## src/rtl/rstp_h2t_desc_pusher_pkg.sv

```systemverilog
// Shared definitions for the H2T descriptor pusher: debug-IP CSR offsets,
// the slot-read fault marker and the controller state encoding.
package rstp_h2t_pkg;

  localparam logic [31:0] CSR_SLOT_AVAIL = 32'h0000_0100;
  localparam logic [31:0] CSR_DESC_LEN   = 32'h0000_0108;
  localparam logic [31:0] CSR_DESC_LOC   = 32'h0000_010C;
  localparam logic [31:0] CSR_DESC_CONN  = 32'h0000_0110;
  localparam logic [31:0] CSR_DESC_CHAN  = 32'h0000_0114;

  localparam logic [31:0] SLOT_FAULT     = 32'hDEAD_C0DE;

  typedef enum logic [3:0] {
    ST_IDLE,
    ST_CHK,
    ST_RD_SLOT,
    ST_RD_WAIT,
    ST_GAP,
    ST_WR_LOC,
    ST_WR_CONN,
    ST_WR_CHAN,
    ST_WR_LEN
  } state_e;

endpackage

```

## src/rtl/rstp_h2t_desc_pusher.sv

```systemverilog
// Pushes one H2T descriptor into the remote-STP debug IP per accepted request,
// polling the IP's free-slot count so its descriptor FIFO is never overrun.
module rstp_h2t_desc_pusher
  import rstp_h2t_pkg::*;
#(
  parameter logic [31:0] DBG_BASE   = 32'h0009_4000,
  parameter int unsigned MEM_DEPTH  = 4096,
  parameter int unsigned DESC_DEPTH = 32,
  parameter int unsigned POLL_GAP   = 16
) (
  input  logic        clk,
  input  logic        rst_n,
  input  logic        req_valid,
  output logic        req_ready,
  input  logic [31:0] req_start_loc,
  input  logic [30:0] req_len,
  input  logic        req_last,
  input  logic [31:0] req_conn_id,
  input  logic [31:0] req_chan_id,
  output logic [31:0] avmm_address,
  output logic        avmm_write,
  output logic        avmm_read,
  output logic [31:0] avmm_writedata,
  output logic [3:0]  avmm_byteenable,
  input  logic        avmm_waitrequest,
  input  logic [31:0] avmm_readdata,
  input  logic        avmm_readdatavalid,
  output logic [5:0]  credits,
  output logic        err_len,
  output logic        err_fault,
  output logic [15:0] desc_cnt
);

  state_e      state_q, state_d;
  logic [5:0]  credits_q, credits_d;
  logic [15:0] desc_cnt_q, desc_cnt_d;
  logic [15:0] gap_cnt_q, gap_cnt_d;
  logic [31:0] loc_q, loc_d;
  logic [30:0] len_q, len_d;
  logic        last_q, last_d;
  logic [31:0] conn_q, conn_d;
  logic [31:0] chan_q, chan_d;
  logic [5:0]  slot_credits;

  // Zero length or a region running past the end of the H2T buffer.
  function automatic logic range_bad(input logic [31:0] start, input logic [30:0] len);
    logic [32:0] end_byte;
    end_byte = {1'b0, start} + {2'b0, len};
    return (len == '0) || (end_byte > 33'(MEM_DEPTH));
  endfunction

  function automatic logic [5:0] clamp_slots(input logic [31:0] raw);
    if (raw > 32'(DESC_DEPTH)) return 6'(DESC_DEPTH);
    return raw[5:0];
  endfunction

  assign credits         = credits_q;
  assign desc_cnt        = desc_cnt_q;
  assign avmm_byteenable = 4'hF;

  always_comb begin
    state_d        = state_q;
    credits_d      = credits_q;
    desc_cnt_d     = desc_cnt_q;
    gap_cnt_d      = gap_cnt_q;
    loc_d          = loc_q;
    len_d          = len_q;
    last_d         = last_q;
    conn_d         = conn_q;
    chan_d         = chan_q;
    slot_credits   = '0;
    avmm_address   = '0;
    avmm_write     = 1'b0;
    avmm_read      = 1'b0;
    avmm_writedata = '0;
    req_ready      = 1'b0;
    err_len        = 1'b0;
    err_fault      = 1'b0;

    case (state_q)
      ST_IDLE: begin
        if (req_valid) state_d = ST_CHK;
      end
      ST_CHK: begin
        loc_d  = req_start_loc;
        len_d  = req_len;
        last_d = req_last;
        conn_d = req_conn_id;
        chan_d = req_chan_id;
        if (range_bad(req_start_loc, req_len)) begin
          req_ready = 1'b1;
          err_len   = 1'b1;
          state_d   = ST_IDLE;
        end else if (credits_q == '0) begin
          state_d = ST_RD_SLOT;
        end else begin
          state_d = ST_WR_LOC;
        end
      end
      ST_RD_SLOT: begin
        avmm_read    = 1'b1;
        avmm_address = DBG_BASE + CSR_SLOT_AVAIL;
        if (!avmm_waitrequest) state_d = ST_RD_WAIT;
      end
      ST_RD_WAIT: begin
        if (avmm_readdatavalid) begin
          // A faulted slot read is treated as "no room" and re-polled.
          if (avmm_readdata == SLOT_FAULT) begin
            err_fault = 1'b1;
          end else begin
            slot_credits = clamp_slots(avmm_readdata);
          end
          credits_d = slot_credits;
          if (slot_credits != '0) begin
            state_d = ST_WR_LOC;
          end else begin
            state_d   = ST_GAP;
            gap_cnt_d = '0;
          end
        end
      end
      ST_GAP: begin
        if (gap_cnt_q == 16'(POLL_GAP - 1)) state_d = ST_RD_SLOT;
        else gap_cnt_d = gap_cnt_q + 16'd1;
      end
      ST_WR_LOC: begin
        avmm_write     = 1'b1;
        avmm_address   = DBG_BASE + CSR_DESC_LOC;
        avmm_writedata = loc_q;
        if (!avmm_waitrequest) state_d = ST_WR_CONN;
      end
      ST_WR_CONN: begin
        avmm_write     = 1'b1;
        avmm_address   = DBG_BASE + CSR_DESC_CONN;
        avmm_writedata = conn_q;
        if (!avmm_waitrequest) state_d = ST_WR_CHAN;
      end
      ST_WR_CHAN: begin
        avmm_write     = 1'b1;
        avmm_address   = DBG_BASE + CSR_DESC_CHAN;
        avmm_writedata = chan_q;
        if (!avmm_waitrequest) state_d = ST_WR_LEN;
      end
      ST_WR_LEN: begin
        // The length write commits the descriptor inside the IP.
        avmm_write     = 1'b1;
        avmm_address   = DBG_BASE + CSR_DESC_LEN;
        avmm_writedata = {last_q, len_q};
        if (!avmm_waitrequest) begin
          req_ready  = 1'b1;
          credits_d  = credits_q - 6'd1;
          desc_cnt_d = desc_cnt_q + 16'd1;
          state_d    = ST_IDLE;
        end
      end
      default: state_d = ST_IDLE;
    endcase
  end

  always_ff @(posedge clk) begin
    if (!rst_n) begin
      state_q    <= ST_IDLE;
      credits_q  <= '0;
      desc_cnt_q <= '0;
      gap_cnt_q  <= '0;
    end else begin
      state_q    <= state_d;
      credits_q  <= credits_d;
      desc_cnt_q <= desc_cnt_d;
      gap_cnt_q  <= gap_cnt_d;
    end
  end

  // Request holding registers: only meaningful once CHK has loaded them.
  always_ff @(posedge clk) begin
    loc_q  <= loc_d;
    len_q  <= len_d;
    last_q <= last_d;
    conn_q <= conn_d;
    chan_q <= chan_d;
  end

endmodule

```

## config.mk

```make
export PLATFORM = sky130hd
export DESIGN_NAME = rstp_h2t_desc_pusher
export DESIGN_NICKNAME = d
export VERILOG_FILES = /design/src/rtl/rstp_h2t_desc_pusher_pkg.sv /design/src/rtl/rstp_h2t_desc_pusher.sv
export SDC_FILE = /design/constraint.sdc
export NUM_CORES = 1
export LEC_CHECK = 0
export BUFFER_PORTS_ARGS = -buffer_cell sky130_fd_sc_hd__buf_2
export CAP_MARGIN = 40
export CORE_ASPECT_RATIO = 1.4
export CORE_MARGIN = 4
export CORE_UTILIZATION = 48
export DETAILED_ROUTE_END_ITERATION = 8
export PLACE_DENSITY = 0.75
export REMOVE_ABC_BUFFERS = 1
export SLEW_MARGIN = 10
export SYNTH_ARGS = -nofsm -noshare
export SYNTH_HDL_FRONTEND = slang
export SYNTH_SLANG_ARGS = --single-unit
```

## constraint.sdc

```tcl
create_clock -name clk -period 12 [get_ports clk]
set_input_delay 2.4 -clock clk [delete_from_list [all_inputs] [get_ports clk]]
set_output_delay 2.4 -clock clk [all_outputs]
set_load 0.005 [all_outputs]
```

==> impl_metrics.csv <==
group,metric,value,unit
grt,grt_usage,23.2,%
drt,drtAntennaViolNets,0,
floorplanning,core_area,19300,sq um
place,routabilityCongestion,0.972,
timing,finalCritPeriodShare,67.7,%
drt,vias,8150,
clocking,cts_made_buffers,17,
clocking,htree_levels,4,
timing,relSlewSlack,41.7,%
cells_and_area,drive_above_1_share,25.9,%
timing,setup_viol,0,
setup_path,crit_fanout,4,
grt,grt_pass1_wl,40.9,mm
pwr,comb_power_share,14.8,%
setup_path,r2r_start,"state_q[0]$_SDFFE_PN0P_",
pwr,p_int,1.05,mW
outcome,status,"finished clean",
clocking,cts_buffer_depth,2,
logic_synthesis,synth_ff_type,"edfxtp_1",
setup_path,cp-startpoint,"req_start_loc[0]",
clocking,post_cts_buffers,0,
place,dp_hpwl,20.1,mm
logic_synthesis,yosysSeqAreaShare,49.6,%
timing,worst_slack,3.87,ns
pwr,vdd_ir_drop_max,0.0000877,V
clocking,cts.sinks,170,
setup_path,cp.arrival,5.73,ns
pwr,clock_power_share,37.8,%
cells_and_area,final_nets,1331,
floorplanning,pin_count,260,
logic_synthesis,yosys-top-cells-count,"128 x edfxtp_1, 100 x nand2_1, 74 x nor2_1",
pwr,seqPwrFrac,47.4,%
pwr,leakagePower,4.63,nW
logic_synthesis,synthTopCellsByArea,"edfxtp_1 41%, dfxtp_1 8.9%, a22oi_1 5.2%, ha_1 4.5%, nand2_1 4.0%",
pwr,p_sw_share,26.6,%
setup_path,cp-endpoint,"req_ready",
grt,antenna_found_initial,2,
drt,drc,0,
drt,wl_per_cell,18.8,microns
timing,worst_pin_slew,0.861,ns
floorplanning,die_y,174,microns
grt,grt_pass1_vias,7936,
floorplanning,core.rowCount,60,
setup_path,regToRegEndpoint,"state_q[2]$_SDFFE_PN0P_",
timing,max_freq,123,MHz
clocking,clock_insertion_delay_worst_skew,0.42,ns
grt,grt_start_max_net_pins,70,
clocking,cts-root-buf,"clkbuf_16",
clocking,cts_hold_buf,0,
timing,finalClockSkew,0.0123,ns
logic_synthesis,postSynthAreaPerCell,10.3,sq um
logic_synthesis,synth_most_common_cell,"edfxtp_1",
timing,finalHoldViolations,0,
floorplanning,dieArea,22000,sq um
logic_synthesis,yosysTopAreaCell,"edfxtp_1",
timing,slew_viol_final,0,
logic_synthesis,netlist.area_leader.share,40.7,%
min_path,hp-class,"register to register",
clocking,cts_tree,"yes",
pwr,power.total,1.43,mW
logic_synthesis,synth_cell_types,83,
pwr,p_per_area,127,nW/um^2
logic_synthesis,yosys_register_bits,170,
drt,drt_wl_total,26.2,mm
run,cap_violations,0,
logic_synthesis,synth_warnings,0,
floorplanning,die_w,127,microns
place,port_buffers,230,
setup_path,cp-start-kind,"input pin",
logic_synthesis,synth_area,9440,sq um
cells_and_area,syn_to_final_growth,19.6,%
setup_path,r2r_slack,8.95,ns
floorplanning,initial_core_util,48.9,%
place,dp_slack,3.89,ns
clocking,cts.clk_slew.worst_paths,0.07,ns
setup_path,worst_ep_required_time,9.60,ns
logic_synthesis,synthesis.instances,918,
timing,timing.setup.tns,0,ns
clocking,cts.repair.resized,0,
timing,rsz0062_at_grt,"no",
setup_path,worstRegToRegCells,7,
drt,vias_per_cell,5.85,
timing,period_minus_slack,8.13,ns
setup_path,end_kind,"output port",
logic_synthesis,synth_edf_count,128,
pwr,p_sw,381,uW
drt,drtPass1Iterations,5,
logic_synthesis,async_flop_share,0,%
setup_path,path_class,"input pin to output port",
grt,overflow,0,
drt,drt_iter0_markers,597,
## critical path: stages
cell      delay (ns)
buf_2           0.11
ha_1            0.22
fa_1            0.42
a211oi_1        0.35
o211ai_2        0.17
a21oi_2         0.27
nor4_1          0.15
o311a_1         0.39
a2111o_1        0.37
nor4_1          0.58
o21ai_1         0.14
buf_2           0.16
## stage by stage
stage | util [%] | instances | hold WS (ns) | area [sq um]
3_3_place_gp | 55.2 | 1357 | 0.469 | 10700
2_1_floorplan | - | 874 | 0.456 | 9140
5_1_grt | 58.5 | 1394 | 0.528 | 11300
6_report | 58.5 | 1394 | 0.490 | 11300
4_1_cts | 58.5 | 1392 | 0.493 | 11300
3_5_place_dp | 55.5 | 1360 | 0.482 | 10700
## layer usage
layer  wire length [microns]  global-route usage (%)  part of all wire (%)
met4                     954                    9.79                   3.6
met3                    1500                    4.12                   5.7
met2                   13600                    41.5                    52
met5                       0                       0                     0
met1                   10100                    27.1                    39
## final cells by class
class | count | area, sq um
timing repair buffer | 238 | 1240
inverter | 16 | 60.1
clock buffer | 21 | 493
fill | 1627 | 8000
sequential | 170 | 4680
clock inverter | 11 | 96.3
antenna | 2 | 5.00
tap | 248 | 310
multi-input combinational | 688 | 4410
## power groups by stage
stage	Clock, mW	Combinational, mW	Sequential (mW)
final	0.541	0.212	0.679
after global placement	0	0.209	0.691
after global routing	0.584	0.232	0.681
after floorplan	0	0.131	0.699
after CTS	0.551	0.210	0.679
after detailed placement	0	0.209	0.692
## logic make-up after synthesis
kind of cell / synth area share (%)
AOI/OAI and AO/OA: 18.9
xor gates and xnor gates: 3.99
adders and majority gates: 4.72
buffers and inverters: 4.97
DFF: 49.6
muxes: 0.795
other: 0.0795
and+or+nand+nor: 16.9
## worst min path at each step
stage	cells after the start	slack (ns)	startpoint	to
6_report	2	0.49	desc_cnt[1]$_SDFFE_PN0P_	desc_cnt[1]$_SDFFE_PN0P_
5_1_grt	2	0.53	desc_cnt[1]$_SDFFE_PN0P_	desc_cnt[1]$_SDFFE_PN0P_
4_1_cts	2	0.49	desc_cnt[1]$_SDFFE_PN0P_	desc_cnt[1]$_SDFFE_PN0P_
3_5_place_dp	2	0.48	gap_cnt_q[1]$_SDFFE_PN0P_	gap_cnt_q[1]$_SDFFE_PN0P_
3_3_place_gp	2	0.47	gap_cnt_q[1]$_SDFFE_PN0P_	gap_cnt_q[1]$_SDFFE_PN0P_
2_1_floorplan	2	0.46	gap_cnt_q[1]$_SDFFE_PN0P_	gap_cnt_q[1]$_SDFFE_PN0P_
## flip-flops by register name, summed over array words and instances, names as in the netlist
| name | cells |
|---|---|
| chan_q | 32 |
| conn_q | 32 |
| credits | 6 |
| desc_cnt | 16 |
| gap_cnt_q | 16 |
| last_q | 1 |
| len_q | 31 |
| loc_q | 32 |
| state_q | 4 |
## layout by cell type, fill, tap and decap left out, types with 10 or more instances in the layout
master and count:
edfxtp_1 128, clkbuf_16 19, xor2_1 25, nand2_1 100, inv_1 15, buf_2 230, nor3_1 22, dfxtp_1 42
nand3_1 25, xnor2_1 18, o21ai_0 25, nor4_1 22, and3_1 14, a21oi_1 36, nand4_1 24, a211oi_1 13
nor2_1 71, conb_1 29, o21a_1 14, ha_1 34, a22oi_1 65, o211ai_1 10
Power figures use the tool's default switching activity.
